### src/rtl/seg_pkg.sv
// Shared segment codes, hex glyph table and digit-index sizing for the seven-segment scan driver.
package seg_pkg;

  localparam logic [7:0] SEG_OFF = 8'hFF;

  // Active-low {g,f,e,d,c,b,a} glyphs for hex 0..F
  function automatic logic [6:0] seg_glyph(input logic [3:0] nib);
    logic [6:0] g;
    case (nib)
      4'h0:    g = 7'h40;
      4'h1:    g = 7'h79;
      4'h2:    g = 7'h24;
      4'h3:    g = 7'h30;
      4'h4:    g = 7'h19;
      4'h5:    g = 7'h12;
      4'h6:    g = 7'h02;
      4'h7:    g = 7'h78;
      4'h8:    g = 7'h00;
      4'h9:    g = 7'h10;
      4'hA:    g = 7'h08;
      4'hB:    g = 7'h03;
      4'hC:    g = 7'h46;
      4'hD:    g = 7'h21;
      4'hE:    g = 7'h06;
      4'hF:    g = 7'h0E;
      default: g = SEG_OFF[6:0];
    endcase
    return g;
  endfunction

  function automatic int seg_idx_w(input int n);
    return (n <= 1) ? 1 : $clog2(n);
  endfunction

endpackage

### src/rtl/seg_hex_dec.sv
// Combinational hex nibble to active-low seven-segment glyph decoder.
module seg_hex_dec
  import seg_pkg::*;
(
  input  logic [3:0] i_nib,
  output logic [6:0] o_seg
);

  assign o_seg = seg_glyph(i_nib);

endmodule

### src/rtl/seg_scan_drv.sv
// Multiplexed seven-segment scan driver with frame-synchronous data update and leading-zero blanking.
// Optional blink support is compiled in when SEG_BLINK_EN is defined.
module seg_scan_drv
  import seg_pkg::*;
#(
  parameter int NUM_DIG      = 6,
  parameter int CLK_DIV      = 50_000,
  parameter int BLINK_FRAMES = 250
)
(
  input  logic                   sys_clk,
  input  logic                   sys_rst,
  input  logic                   en,
  input  logic                   load,
  input  logic [4*NUM_DIG-1:0]   data,
  input  logic [NUM_DIG-1:0]     dp_mask,
  input  logic [NUM_DIG-1:0]     blink_mask,
  input  logic                   blank_lz,
  output logic [NUM_DIG-1:0]     seg_sel,
  output logic [7:0]             seg_led,
  output logic                   frame_done
);

  localparam int IW = seg_idx_w(NUM_DIG);
  localparam int PW = $clog2(CLK_DIV);
  localparam int DW = 4 * NUM_DIG;
  localparam logic [PW-1:0] PRE_MAX = PW'(CLK_DIV - 1);
  localparam logic [IW-1:0] IDX_MAX = IW'(NUM_DIG - 1);

  logic [PW-1:0]      r_presc;
  logic [IW-1:0]      r_idx, w_idx_nxt;
  logic               r_live, w_tick, w_wrap, r_frame_done;
  logic [DW-1:0]      r_pend_data, r_act_data, w_act_data;
  logic [NUM_DIG-1:0] r_pend_dp, r_act_dp, w_act_dp;
  logic [NUM_DIG-1:0] w_lz, w_sel_on, r_sel;
  logic [7:0]         r_led;
  logic [3:0]         w_nib;
  logic [6:0]         w_glyph;
  logic               w_blank, w_blink_off, w_dark;

  assign w_tick = (r_presc == PRE_MAX);
  assign w_wrap = w_tick & r_live & (r_idx == IDX_MAX);

  // The first tick after reset lights digit 0; later ticks advance the index
  always_comb begin
    w_idx_nxt = r_idx;
    if (w_wrap) begin
      w_idx_nxt = '0;
    end else if (w_tick && r_live) begin
      w_idx_nxt = r_idx + IW'(1);
    end else begin
      w_idx_nxt = r_idx;
    end
  end

  // Prescaler, digit index and frame pulse
  always_ff @(posedge sys_clk) begin
    if (sys_rst) begin
      r_presc      <= '0;
      r_idx        <= '0;
      r_live       <= 1'b0;
      r_frame_done <= 1'b0;
    end else begin
      r_presc      <= w_tick ? '0 : r_presc + PW'(1);
      r_idx        <= w_idx_nxt;
      r_live       <= r_live | w_tick;
      r_frame_done <= w_wrap;
    end
  end

  // Pending/active double buffer; active only changes between frames
  always_ff @(posedge sys_clk) begin
    if (sys_rst) begin
      r_pend_data <= '0;
      r_pend_dp   <= '0;
      r_act_data  <= '0;
      r_act_dp    <= '0;
    end else begin
      if (load) begin
        r_pend_data <= data;
        r_pend_dp   <= dp_mask;
      end
      if (w_wrap) begin
        r_act_data <= r_pend_data;
        r_act_dp   <= r_pend_dp;
      end
    end
  end

  assign w_act_data = w_wrap ? r_pend_data : r_act_data;
  assign w_act_dp   = w_wrap ? r_pend_dp   : r_act_dp;

`ifdef SEG_BLINK_EN
  localparam int BW = (BLINK_FRAMES <= 1) ? 1 : $clog2(BLINK_FRAMES);
  localparam logic [BW-1:0] BLK_MAX = BW'(BLINK_FRAMES - 1);

  logic [NUM_DIG-1:0] r_pend_blink, r_act_blink, w_act_blink;
  logic [BW-1:0]      r_bcnt;
  logic               r_phase, w_phase_nxt;

  assign w_act_blink = w_wrap ? r_pend_blink : r_act_blink;
  assign w_phase_nxt = (w_wrap && (r_bcnt == BLK_MAX)) ? ~r_phase : r_phase;

  // Blink mask buffering and frame-based phase counter
  always_ff @(posedge sys_clk) begin
    if (sys_rst) begin
      r_pend_blink <= '0;
      r_act_blink  <= '0;
      r_bcnt       <= '0;
      r_phase      <= 1'b1;
    end else begin
      if (load) begin
        r_pend_blink <= blink_mask;
      end
      if (w_wrap) begin
        r_act_blink <= r_pend_blink;
        r_bcnt      <= (r_bcnt == BLK_MAX) ? '0 : r_bcnt + BW'(1);
      end
      r_phase <= w_phase_nxt;
    end
  end

  assign w_blink_off = ~w_phase_nxt & w_act_blink[w_idx_nxt];
`else
  logic w_unused_blink;
  assign w_unused_blink = ^blink_mask;
  assign w_blink_off    = 1'b0;
`endif

  // Digit i is a leading zero when it and every nibble above it are zero
  always_comb begin
    logic l_zero;
    l_zero = 1'b1;
    w_lz   = '0;
    for (int i = NUM_DIG - 1; i >= 0; i--) begin
      l_zero  = l_zero & (w_act_data[4*i +: 4] == 4'h0);
      w_lz[i] = l_zero;
    end
  end

  assign w_nib    = w_act_data[4*w_idx_nxt +: 4];
  assign w_blank  = blank_lz & (w_idx_nxt != '0) & w_lz[w_idx_nxt];
  assign w_dark   = ~en | ~(r_live | w_tick) | w_blank | w_blink_off;
  assign w_sel_on = ~(NUM_DIG'(1) << w_idx_nxt);

  seg_hex_dec u_dec (
    .i_nib (w_nib),
    .o_seg (w_glyph)
  );

  // Registered digit select and segment drive
  always_ff @(posedge sys_clk) begin
    if (sys_rst) begin
      r_sel <= '1;
      r_led <= SEG_OFF;
    end else if (w_dark) begin
      r_sel <= '1;
      r_led <= SEG_OFF;
    end else begin
      r_sel <= w_sel_on;
      r_led <= {~w_act_dp[w_idx_nxt], w_glyph};
    end
  end

  assign seg_sel    = r_sel;
  assign seg_led    = r_led;
  assign frame_done = r_frame_done;

endmodule

### config.mk
export PLATFORM = sky130hd
export DESIGN_NAME = seg_scan_drv
export DESIGN_NICKNAME = d
export VERILOG_FILES = /design/src/rtl/seg_pkg.sv /design/src/rtl/seg_hex_dec.sv /design/src/rtl/seg_scan_drv.sv
export SDC_FILE = /design/constraint.sdc
export NUM_CORES = 1
export LEC_CHECK = 0
export BUFFER_PORTS_ARGS = -buffer_cell sky130_fd_sc_hd__buf_2
export CELL_PAD_IN_SITES_DETAIL_PLACEMENT = 1
export CELL_PAD_IN_SITES_GLOBAL_PLACEMENT = 1
export CORE_ASPECT_RATIO = 1.5
export CORE_MARGIN = 8
export CORE_UTILIZATION = 40
export CTS_CLUSTER_DIAMETER = 120
export DETAILED_ROUTE_END_ITERATION = 12
export PLACE_DENSITY_LB_ADDON = 0.05
export SYNTH_ARGS = -nofsm -noshare
export SYNTH_HDL_FRONTEND = slang
export SYNTH_SLANG_ARGS = --single-unit
### constraint.sdc
create_clock -name sys_clk -period 3.2 [get_ports sys_clk]
set_input_delay 0.8 -clock sys_clk [delete_from_list [all_inputs] [get_ports sys_clk]]
set_output_delay 0.8 -clock sys_clk [all_outputs]
set_load 0.02 [all_outputs]
==> reports/qor.csv <==
metric;value;unit
Clock Latency Late Sink;0.35;ns
Via Count;4014;
H-tree depth;3;
Area contributors post-synth;dfxtp_1, mux2i_1, nor2_1;
CP Capture Type;flip-flop;
Worst Max-Slew Pin Slew;0.931;ns
share of cells above drive strength 1;0.337;
Hold Crit Class;flip-flop to flip-flop;
Port Buffers;49;
post-synth top area share;0.435;
DR vias/cell;5.40;
crit start category;flip-flop;
drt first pass iters;4;
period utilization;1.04;
gpl congestion;0.835;
Hold Crit Start;r_pend_data[4];
P&R area growth vs syn;34.7;%
hold buffer count at CTS;0;
sequential cell area fraction in the yosys report;0.435;
Relative slew margins;0.379;
number of global-route vias before repair;4330;
CTS Buf Count;9;
GRT Residual Overflow;0;
Routed wire per std cell;18.2;µm
syn avg cell area;9.02;µm²
CTS Buffer Depth;2;
top_reg_cell synth;dfxtp_1;
starting density of the core;0.412;
synth warn;0;
Final Skew;0.00947;ns
number of synthesized register bits;95;
Hold WS;0.471;ns
ys async rst share;0;
largest net degree at the start of global routing;66;
Cell Rows;46;
Setup CP Type;flip-flop to flip-flop;
status;complete, but fails checks;
total wire length;13500;µm
Placed Instances;715;
Final Hold Viols;0;
CTS tree;done;
n_diodes;0;
Critical R2R Capture;seg_led[3];
Mapped Area;4370;µm²
Max Freq;0.300;GHz
Post-Synthesis Cells;484;
Sink Count;95;
MaxCap Viol Count;0;
hold path depth;2;
Worst Path Arrival;3.59;ns
initial antenna violation count;0;
Lkg Pwr;2.43;nW
crit path max fanout;4;
setup TNS;-0.275;ns
count leader, synth;dfxtp_1;
nets@finish;644;
initial DRC count;164;
fin. max-slew vios;0;
required time of the worst setup path;3.45;ns
post-layout min period;3.34;ns
Synthesized Nets;534;
Std-Cell Core Area;10600;µm²
Pwr Density;428;nW/µm²
RR Startpoint;r_presc[1];
Die ar.;14600;µm²
die width;101;µm
HPWL Detailed;9600;µm
failing checks;setup timing;
die height;144;µm
RSZ-0062 raised after global routing;true;
Worst R2R Path Depth;13;
Hold EP;r_act_data[4];
fillers;1268;
DRC errors left;0;
EDFF count, synth;0;
Global Route Usage Sum;0.193;
R2R setup slack;-0.14;ns
Yosys top cell by area;dfxtp_1;
distinct cell type count after synthesis;66;
final worst setup slack;-0.137;ns
Non-Filler Instances;743;
Max VDD drop;0.435;mV
count of final setup violators;3;
Antenna Violating Nets Remaining;0;
Root Driver;clkbuf_16;
most frequent cells after synthesis;dfxtp_1, nor2_1, nand2_1, mux2i_1, a21oi_1;
I/O Pins;56;
clock slew at reported path FFs;0.07;ns
first-pass GRT wire length;21900;µm
timing repair:
action / CTS / global route
cloned: 0 / 0
setup buffers: 7 / 6
pin swaps: 16 / 18
hold endpoints to repair: 0 / 0
endpoints found under the setup margin: 7 / 14
gates resized for setup: 28 / 30
state kept, by name, summed over array words and instances (netlist names):
signal,count
r_act_data,24
r_pend_data,24
r_presc,16
seg_led,8
r_act_dp,6
r_pend_dp,6
seg_sel,6
r_idx,3
frame_done,1
r_live,1
worst max path at each step:
| stage | start | endpoint | cells past startpoint |
|---|---|---|---|
| detailed placement | r_presc[0] | seg_led[3] | 11 |
| floorplan | r_presc[6] | seg_led[3] | 11 |
| global placement | r_presc[0] | seg_led[3] | 11 |
| CTS | r_presc[13] | seg_led[3] | 11 |
| global route | r_presc[1] | seg_led[3] | 13 |
| finish | r_presc[1] | seg_led[3] | 13 |
placed cells by master (no fill, tap or decap), types with 5 or more instances in the layout:
cell type / synthesis / layout
and3_1: 5 / 5
xnor2_1: 7 / 7
o21ai_0: 9 / 9
a21oi_1: 28 / 24
nand3_1: 24 / 24
clkbuf_16: 0 / 9
buf_4: 3 / 68
a22o_1: 5 / 5
xor2_1: 7 / 7
buf_2: 3 / 49
nand4_1: 8 / 8
buf_6: 1 / 6
nand2_1: 48 / 45
or4_4: 5 / 5
mux2i_1: 42 / 40
dfxtp_1: 95 / 92
nor2_1: 73 / 72
nor4_1: 8 / 7
inv_1: 8 / 5
layer usage:
| metal | routed length (µm) | GRT usage | part of all wire | vias to the layer above |
|---|---|---|---|---|
| met5 | 0 | 0 | 0 | - |
| met4 | 421 | 0.0969 | 0.031 | 0 |
| met3 | 424 | 0.0409 | 0.031 | 23 |
| met2 | 7530 | 0.362 | 0.56 | 70 |
| met1 | 5110 | 0.194 | 0.38 | 1979 |
| li1 | - | - | - | 1942 |
final cells by class:
| type | instances | area (µm²) | share of cell area |
|---|---|---|---|
| Timing Repair Buffer | 126 | 883 | 0.150 |
| Sequential cell | 95 | 1910 | 0.324 |
| Tap cell | 144 | 180 | 0.0306 |
| Clock inverter | 7 | 103 | 0.0174 |
| Clock buffer | 9 | 225 | 0.0383 |
| Multi-Input combinational cell | 354 | 2550 | 0.434 |
| Inverter | 8 | 35.0 | 0.00595 |
logic make-up (layout without fill, tap and decap cells):
group                    Yosys count  count (layout)  share of synthesized area
multiplexers                      47              47                      0.111
adder cells (fa/ha/maj)            9               9                     0.0258
flip-flops                        95              95                      0.435
AND/OR/NAND/NOR                  205             205                      0.237
AO/OA/AOI/OAI                     79              79                      0.127
buffers and inverters             35             150                     0.0352
XOR/XNOR                          14              14                     0.0281
worst max-delay path, cell delays in order, from the launching register on:
cell      delay [ns]
dfxtp_2         0.35
ha_4            0.14
nand4_1         0.15
buf_4           0.19
nor4_4          0.27
buf_4           0.18
buf_6           0.12
mux2_4          0.33
buf_6           0.12
a32o_2          0.24
or4_4           0.55
a311oi_2        0.33
a32oi_1         0.11
nand2b_1        0.16
through the flow:
stage / worst slack (ns) / total power, mW / instance area [µm²] / utilization
2_1_floorplan: -0.118 / 1.31 / 4370 / -
3_3_place_gp: -0.135 / 1.35 / 5180 / 0.490
3_5_place_dp: -0.178 / 1.36 / 5180 / 0.490
4_1_cts: -0.111 / 2.54 / 5720 / 0.540
5_1_grt: -0.252 / 2.61 / 5890 / 0.556
6_report: -0.137 / 2.52 / 5890 / 0.556
report_power, final:
group	internal, mW	switching [mW]	leakage (nW)
clock	0.693	0.499	0.157
sequential	1.21	0.0209	0.773
combinational	0.0486	0.0513	1.50
total	1.95	0.571	2.43
(Power assumes the default switching activity.)
